`config.mk`:
```
export PLATFORM = sky130hd
export DESIGN_NAME = vga_timing
export DESIGN_NICKNAME = d
export VERILOG_FILES = /design/src/rtl/vga_pkg.sv /design/src/rtl/vga_axis_ctr.sv /design/src/rtl/vga_timing.sv
export SDC_FILE = /design/constraint.sdc
export NUM_CORES = 1
export LEC_CHECK = 0
export ABC_AREA = 1
export CAP_MARGIN = 20
export CORE_MARGIN = 5
export CORE_UTILIZATION = 40
export DETAILED_ROUTE_END_ITERATION = 6
export SYNTH_ARGS = -nofsm -noshare
export SYNTH_HDL_FRONTEND = slang
export SYNTH_SLANG_ARGS = --single-unit
```
`constraint.sdc`:
```
create_clock -name i_Clk -period 1.6 [get_ports i_Clk]
set_input_delay 0.16 -clock i_Clk [delete_from_list [all_inputs] [get_ports i_Clk]]
set_output_delay 0.16 -clock i_Clk [all_outputs]
set_load 0.03 [all_outputs]
```
`src/rtl/vga_pkg.sv`:
```
`default_nettype none
`timescale 1ns/1ps
// ============================================================================
// Module      : vga_pkg
// Description : Shared constants for the 640x480@60 Hz raster path. Holds the
//               default horizontal/vertical timing values and the coordinate
//               widths used by the timing generator and the RLE pixel stage.
// Revision    : 1.0 - initial release
// ============================================================================
package vga_pkg;

  // Coordinate widths shared with the RLE pixel stage and the top level.
  localparam int VGA_X_W = 11;
  localparam int VGA_Y_W = 10;

  // Default 640x480@60 Hz timing (25.175 MHz pixel clock).
  localparam int VGA_H_VISIBLE = 640;
  localparam int VGA_H_FP      = 16;
  localparam int VGA_H_SYNC    = 96;
  localparam int VGA_H_BP      = 48;

  localparam int VGA_V_VISIBLE = 480;
  localparam int VGA_V_FP      = 10;
  localparam int VGA_V_SYNC    = 2;
  localparam int VGA_V_BP      = 33;

  // Level driven on HSync/VSync during the pulse (0 = negative polarity).
  localparam logic VGA_SYNC_ACTIVE = 1'b0;

endpackage : vga_pkg
`default_nettype wire

```
`src/rtl/vga_axis_ctr.sv`:
```
`default_nettype none
`timescale 1ns/1ps
// ============================================================================
// Module      : vga_axis_ctr
// Description : One raster axis. A 0..TOTAL-1 wrap counter that advances when
//               i_En is high, a wrap strobe for chaining the next axis, and a
//               registered range decode used to build a sync pulse.
// Revision    : 1.0 - initial release
//
// Ports:
//   i_Clk     in   1      pixel clock, rising edge
//   i_Rst_n   in   1      asynchronous active-low reset
//   i_En      in   1      count enable
//   o_Count   out  WIDTH  current counter value (flop output)
//   o_Wrap    out  1      high on the enabled cycle that returns the count to 0
//   o_Flag    out  1      registered: ACTIVE_LVL when RANGE_LO <= count < RANGE_HI
// ============================================================================
module vga_axis_ctr #(
  parameter int   WIDTH      = 11,
  parameter int   TOTAL      = 800,
  parameter int   RANGE_LO   = 656,
  parameter int   RANGE_HI   = 752,
  parameter logic ACTIVE_LVL = 1'b0
) (
  input  logic             i_Clk,
  input  logic             i_Rst_n,
  input  logic             i_En,
  output logic [WIDTH-1:0] o_Count,
  output logic             o_Wrap,
  output logic             o_Flag
);

  localparam logic [WIDTH-1:0] c_LAST = WIDTH'(TOTAL - 1);
  localparam logic [WIDTH-1:0] c_LO   = WIDTH'(RANGE_LO);
  localparam logic [WIDTH-1:0] c_HI   = WIDTH'(RANGE_HI);

  logic [WIDTH-1:0] count_q;
  logic [WIDTH-1:0] count_d;
  logic             flag_q;
  logic             flag_d;
  logic             w_wrap;
  logic             w_in_range;

  always_comb begin
    w_wrap     = i_En && (count_q == c_LAST);
    count_d    = count_q;
    if (i_En) begin
      count_d = w_wrap ? '0 : count_q + WIDTH'(1);
    end
    // Decoded from the present count so the flag lines up with the
    // registered coordinate outputs of the top level.
    w_in_range = (count_q >= c_LO) && (count_q < c_HI);
    flag_d     = w_in_range ? ACTIVE_LVL : ~ACTIVE_LVL;
  end

  always_ff @(posedge i_Clk or negedge i_Rst_n) begin
    if (!i_Rst_n) begin
      count_q <= '0;
      flag_q  <= ~ACTIVE_LVL;
    end else begin
      count_q <= count_d;
      flag_q  <= flag_d;
    end
  end

  assign o_Count = count_q;
  assign o_Wrap  = w_wrap;
  assign o_Flag  = flag_q;

endmodule : vga_axis_ctr
`default_nettype wire

```
`src/rtl/vga_timing.sv`:
```
`default_nettype none
`timescale 1ns/1ps
// ============================================================================
// Module      : vga_timing
// Description : Raster timing generator for the 640x480@60 Hz output path.
//               Produces HSync, VSync, data enable, pixel coordinates and a
//               frame-start pulse. Every output is a flop decoded from the
//               counter state of the previous cycle, so the first edge after
//               reset release presents position (0,0).
// Revision    : 1.0 - initial release
//
// Ports:
//   i_Clk         in   1   pixel clock, rising edge
//   i_Rst_n       in   1   asynchronous active-low reset
//   o_HSync       out  1   horizontal sync (SYNC_ACTIVE during pulse)
//   o_VSync       out  1   vertical sync (SYNC_ACTIVE during pulse)
//   o_DE          out  1   data enable, high for visible pixels
//   o_X           out  11  pixel column, free-running through blanking
//   o_Y           out  10  line number, free-running through blanking
//   o_FrameStart  out  1   one-cycle pulse at position (0,0)
//   o_Frame       out  8   frame counter (only with VGA_TIMING_FRAMECTR_EN)
//
// Build option:
//   VGA_TIMING_FRAMECTR_EN - adds o_Frame, an 8-bit wrapping frame counter
//                            that steps on the edge registering FrameStart.
//
// Constraint: H_TOTAL <= 2048 and V_TOTAL <= 1024 (11-bit / 10-bit counters).
// ============================================================================
module vga_timing
  import vga_pkg::*;
#(
  parameter int   H_VISIBLE   = VGA_H_VISIBLE,
  parameter int   H_FP        = VGA_H_FP,
  parameter int   H_SYNC      = VGA_H_SYNC,
  parameter int   H_BP        = VGA_H_BP,
  parameter int   V_VISIBLE   = VGA_V_VISIBLE,
  parameter int   V_FP        = VGA_V_FP,
  parameter int   V_SYNC      = VGA_V_SYNC,
  parameter int   V_BP        = VGA_V_BP,
  parameter logic SYNC_ACTIVE = VGA_SYNC_ACTIVE
) (
  input  logic               i_Clk,
  input  logic               i_Rst_n,
  output logic               o_HSync,
  output logic               o_VSync,
  output logic               o_DE,
  output logic [VGA_X_W-1:0] o_X,
  output logic [VGA_Y_W-1:0] o_Y,
  output logic               o_FrameStart
`ifdef VGA_TIMING_FRAMECTR_EN
  ,
  output logic [7:0]         o_Frame
`endif
);

  localparam int H_TOTAL = H_VISIBLE + H_FP + H_SYNC + H_BP;
  localparam int V_TOTAL = V_VISIBLE + V_FP + V_SYNC + V_BP;

  localparam logic [VGA_X_W-1:0] c_H_VIS = VGA_X_W'(H_VISIBLE);
  localparam logic [VGA_Y_W-1:0] c_V_VIS = VGA_Y_W'(V_VISIBLE);

  logic [VGA_X_W-1:0] w_h_count;
  logic [VGA_Y_W-1:0] w_v_count;
  logic               w_h_wrap;
  logic               w_v_wrap;

  logic               de_q;
  logic               de_d;
  logic [VGA_X_W-1:0] x_q;
  logic [VGA_X_W-1:0] x_d;
  logic [VGA_Y_W-1:0] y_q;
  logic [VGA_Y_W-1:0] y_d;
  logic               frame_start_q;
  logic               frame_start_d;
  logic               origin_q;
  logic               origin_d;

  // Horizontal axis: always counting; sync pulse over the H sync window.
  vga_axis_ctr #(
    .WIDTH      (VGA_X_W),
    .TOTAL      (H_TOTAL),
    .RANGE_LO   (H_VISIBLE + H_FP),
    .RANGE_HI   (H_VISIBLE + H_FP + H_SYNC),
    .ACTIVE_LVL (SYNC_ACTIVE)
  ) u_h_ctr (
    .i_Clk   (i_Clk),
    .i_Rst_n (i_Rst_n),
    .i_En    (1'b1),
    .o_Count (w_h_count),
    .o_Wrap  (w_h_wrap),
    .o_Flag  (o_HSync)
  );

  // Vertical axis: steps once per line. Its sync decode only changes when the
  // line changes, so VSync covers whole lines starting at h = 0.
  vga_axis_ctr #(
    .WIDTH      (VGA_Y_W),
    .TOTAL      (V_TOTAL),
    .RANGE_LO   (V_VISIBLE + V_FP),
    .RANGE_HI   (V_VISIBLE + V_FP + V_SYNC),
    .ACTIVE_LVL (SYNC_ACTIVE)
  ) u_v_ctr (
    .i_Clk   (i_Clk),
    .i_Rst_n (i_Rst_n),
    .i_En    (w_h_wrap),
    .o_Count (w_v_count),
    .o_Wrap  (w_v_wrap),
    .o_Flag  (o_VSync)
  );

  always_comb begin
    de_d          = (w_h_count < c_H_VIS) && (w_v_count < c_V_VIS);
    x_d           = w_h_count;
    y_d           = w_v_count;
    // origin_q marks "counters currently hold (0,0)": set by reset and by the
    // frame wrap strobe, which avoids a full-width compare of both counters.
    frame_start_d = origin_q;
    origin_d      = w_v_wrap;
  end

  always_ff @(posedge i_Clk or negedge i_Rst_n) begin
    if (!i_Rst_n) begin
      de_q          <= 1'b0;
      x_q           <= '0;
      y_q           <= '0;
      frame_start_q <= 1'b0;
      origin_q      <= 1'b1;
    end else begin
      de_q          <= de_d;
      x_q           <= x_d;
      y_q           <= y_d;
      frame_start_q <= frame_start_d;
      origin_q      <= origin_d;
    end
  end

  assign o_DE         = de_q;
  assign o_X          = x_q;
  assign o_Y          = y_q;
  assign o_FrameStart = frame_start_q;

`ifdef VGA_TIMING_FRAMECTR_EN
  logic [7:0] frame_q;
  logic [7:0] frame_d;

  // Steps on the same edge that registers FrameStart; wraps naturally 255->0.
  always_comb begin
    frame_d = frame_q + {7'd0, origin_q};
  end

  always_ff @(posedge i_Clk or negedge i_Rst_n) begin
    if (!i_Rst_n) begin
      frame_q <= 8'd0;
    end else begin
      frame_q <= frame_d;
    end
  end

  assign o_Frame = frame_q;
`endif

endmodule : vga_timing
`default_nettype wire
```
==> run metrics <==
Post-route DRC=0; main area contributors after synthesis=dfrtp_1 58%, nand2_1 9.6%, nor2_1 5.2%; final net count=235; post-synthesis simple-gate area fraction=23.56%; Worst Setup SP=o_X[0]; drt total wl=3.417 mm; mux cell area share after synthesis=0%; Starting Density=40.46%; Die Area=6187 um2; first-pass GRT wire length=6.189 mm; via count=1315; met3 Use GR=3.440%; CTS tree=built; M1 GR Usage=16.70%; max_cap viols=0; setup_tns=0 ns; core area=4661 um2; largest family of logic cells by synthesized area=simple AND/OR/NAND/NOR gates; Synth Area in Compound Gates=1.725%; DR WL/cell=11.99 um; DR iter-0 viols=60; hold_sp=frame_start_d; Pwr Density=804.2 nW/um2; vias in the first global route=1354; ant diodes=0; top achievable clock speed=0.6847 GHz; crit path cell chain=clkdlybuf4s50_1; post-route minimum period=1.460 ns; Clock Skew=0.005354 ns; sequential share of the synthesized area=62.57%; CP bufs+invs=1; GR Util All Layers=12.86%; Worst Setup Path Type=flop to output pin; RSZ-0062 raised after global routing=no; largest net degree at the start of global routing=48; Worst-Skew Late Latency=0.29 ns; Critical Path Source Type=flop; final hold vios=0; Top-Level Pins=27; CP endpoint kind=output pin; Max Slew Vio Count=0; final setup vio count=0; HPWL after DPL=2.357 mm; worst slew pin tran=0.5584 ns; met2 Track Usage GR=20.12%; fin crit share=91.28%; share of layout cells above drive strength 1=11.26%; DIE HEIGHT=78.66 um; final design utilization=50.15%; Slowest-stage cell, CP=clkdlybuf4s50_1; PortBufs=26; cell area after synthesis=1886 um2; average cell area after synthesis=9.872 um2; clock sinks=47; first drt pass iteration count=4; xor and xnor area share after synthesis=4.180%; Yosys top cell by area=dfrtp_1; H-tree levels=2; Hold Slack=0.3905 ns; static leakage=1.151 nW; Max Buffers Root-to-Sink=2; worst hold path class=flop to flop; cell count after synthesis=191; Die W=78.66 um; outcome=completed; clock slew at reported path FFs=0.07 ns; initial antenna violation count=0; CTS Buf Count=5; global route total overflow=0; Peak VDD IR=0.0003270 V; syn nets=196; Layout fillers=434; required time worst endpoint=1.44 ns; RD Place Congestion=0.8495; CP arrival=1.30 ns; row cnt=25; Clk Tree Root Cell=clkbuf_8; vias per inst=4.614; Top delay family on crit path=buffers and inverters; Syn. warnings=0; GR peak layer=met2; Synth cell types=23; CP Max Fanout=1; synthesized-area fraction occupied by adder cells=1.991%; share of the synthesized area in the top cell type=58.39%; max incr delay on CP=0.67 ns; antenna violation net count after detailed routing=0; Area growth, synth to finish=23.95%; slew margin rel.=62.77%; RR Startpoint=u_h_ctr.o_Count[1]; synthesis-stage register bit count=47; reg2reg setup slack=0.14 ns
==> sequential cells by signal (all words and copies together) (netlist names) <==
register         cells
u_v_ctr.o_Flag       1
u_h_ctr.o_Flag       1
frame_start_d        1
u_h_ctr.o_Count     11
o_FrameStart         1
o_DE                 1
o_X                 11
o_Y                 10
u_v_ctr.o_Count     10
==> routing by layer <==
layer / routed length [um] / share of wire [%]
met1: 1697 / 50
met5: 0 / 0
met3: 134 / 3.9
met4: 71 / 2.1
met2: 1513 / 44
==> synthesized netlist by cell type (all sizes together) <==
cell type / number
nor3b: 2
o211ai: 1
clkinv: 1
dfrtp: 44
nor3: 4
nand2: 50
o21ai: 2
buf: 2
xor2: 9
nor2: 28
nor4: 1
nand4: 3
a21oi: 3
ha: 3
dfstp: 3
nand3b: 1
inv: 23
nand3: 11
==> cells in the final DEF, fill, tap and decap left out <==
master	netlist	routed
inv_4	0	1
clkinv_2	0	1
nand2_1	48	47
a21oi_1	3	3
clkdlybuf4s50_1	0	23
clkinv_1	1	1
nor3_2	0	1
inv_2	2	1
ha_1	3	3
buf_4	0	7
buf_2	0	1
o211ai_1	1	1
clkbuf_1	0	2
nor4_1	1	1
nor2_8	1	1
dlygate4sd3_1	0	1
inv_1	21	21
nand3_1	10	10
nand3_2	1	1
dfstp_2	3	3
nor3b_1	2	2
dfrtp_1	44	44
nor2_1	26	26
nor2_2	1	1
clkbuf_8	0	5
nor3_1	4	3
nand2_2	2	3
nand4_1	3	3
xor2_1	9	9
nand3b_1	1	1
dlygate4sd2_1	0	2
o21ai_0	2	2
==> power breakdown <==
| part | switching, mW | leakage, nW | internal (mW) | total, mW |
|---|---|---|---|---|
| clock network | 0.360 | 0.0422 | 0.307 | 0.667 |
| logic | 0.0215 | 0.492 | 0.00405 | 0.0256 |
| registers | 0 | 0.617 | 1.19 | 1.19 |
==> final timing paths <==
kind,end,cells past startpoint
max,o_X[0],1
min,o_FrameStart,0
max reg2reg,frame_start_d,7
min reg2reg,o_FrameStart,0
max in group asynchronous,frame_start_d,3
min in group asynchronous,u_h_ctr.o_Count[5],3
==> final cells by class <==
type	count	area, um2	share of cell area, %
timing repair buffer	34	315.3	13.49
clock inverter	1	5.005	0.2141
inverter	24	92.59	3.961
sequential	47	1180	50.48
multi-input combinational	118	600.6	25.70
tap	54	67.56	2.891
clock buffer	7	76.32	3.266
==> stage by stage <==
stage	worst slack, ns	total power, mW	cell area [um2]	instances
finish	0.1395	1.880	2337	285
global route	0.005058	1.967	2337	285
CTS	0.04142	1.915	2312	283
detailed placement	0.06709	1.237	2223	274
global placement	0.07695	1.237	2223	274
floorplan	0.2641	1.211	1886	191
==> cells by family (layout without fill, tap and decap cells) <==
logic type	count (synthesis)	in the layout
and+or+nand+nor	100	100
DFF	47	47
buffers and inverters	26	66
xor gates and xnor gates	9	9
AOI/OAI and AO/OA	6	6
adders and majority gates	3	3
==> what timing repair did <==
action,4_1_cts,5_1_grt
pin swaps,0,1
resized for setup,2,4
gates cloned,0,0
endpoints found under the hold margin,44,0
setup endpoints to repair,2,9
hold buffers,1,0
setup buffers,0,2
Note: power is estimated with default switching activity, not from simulation.
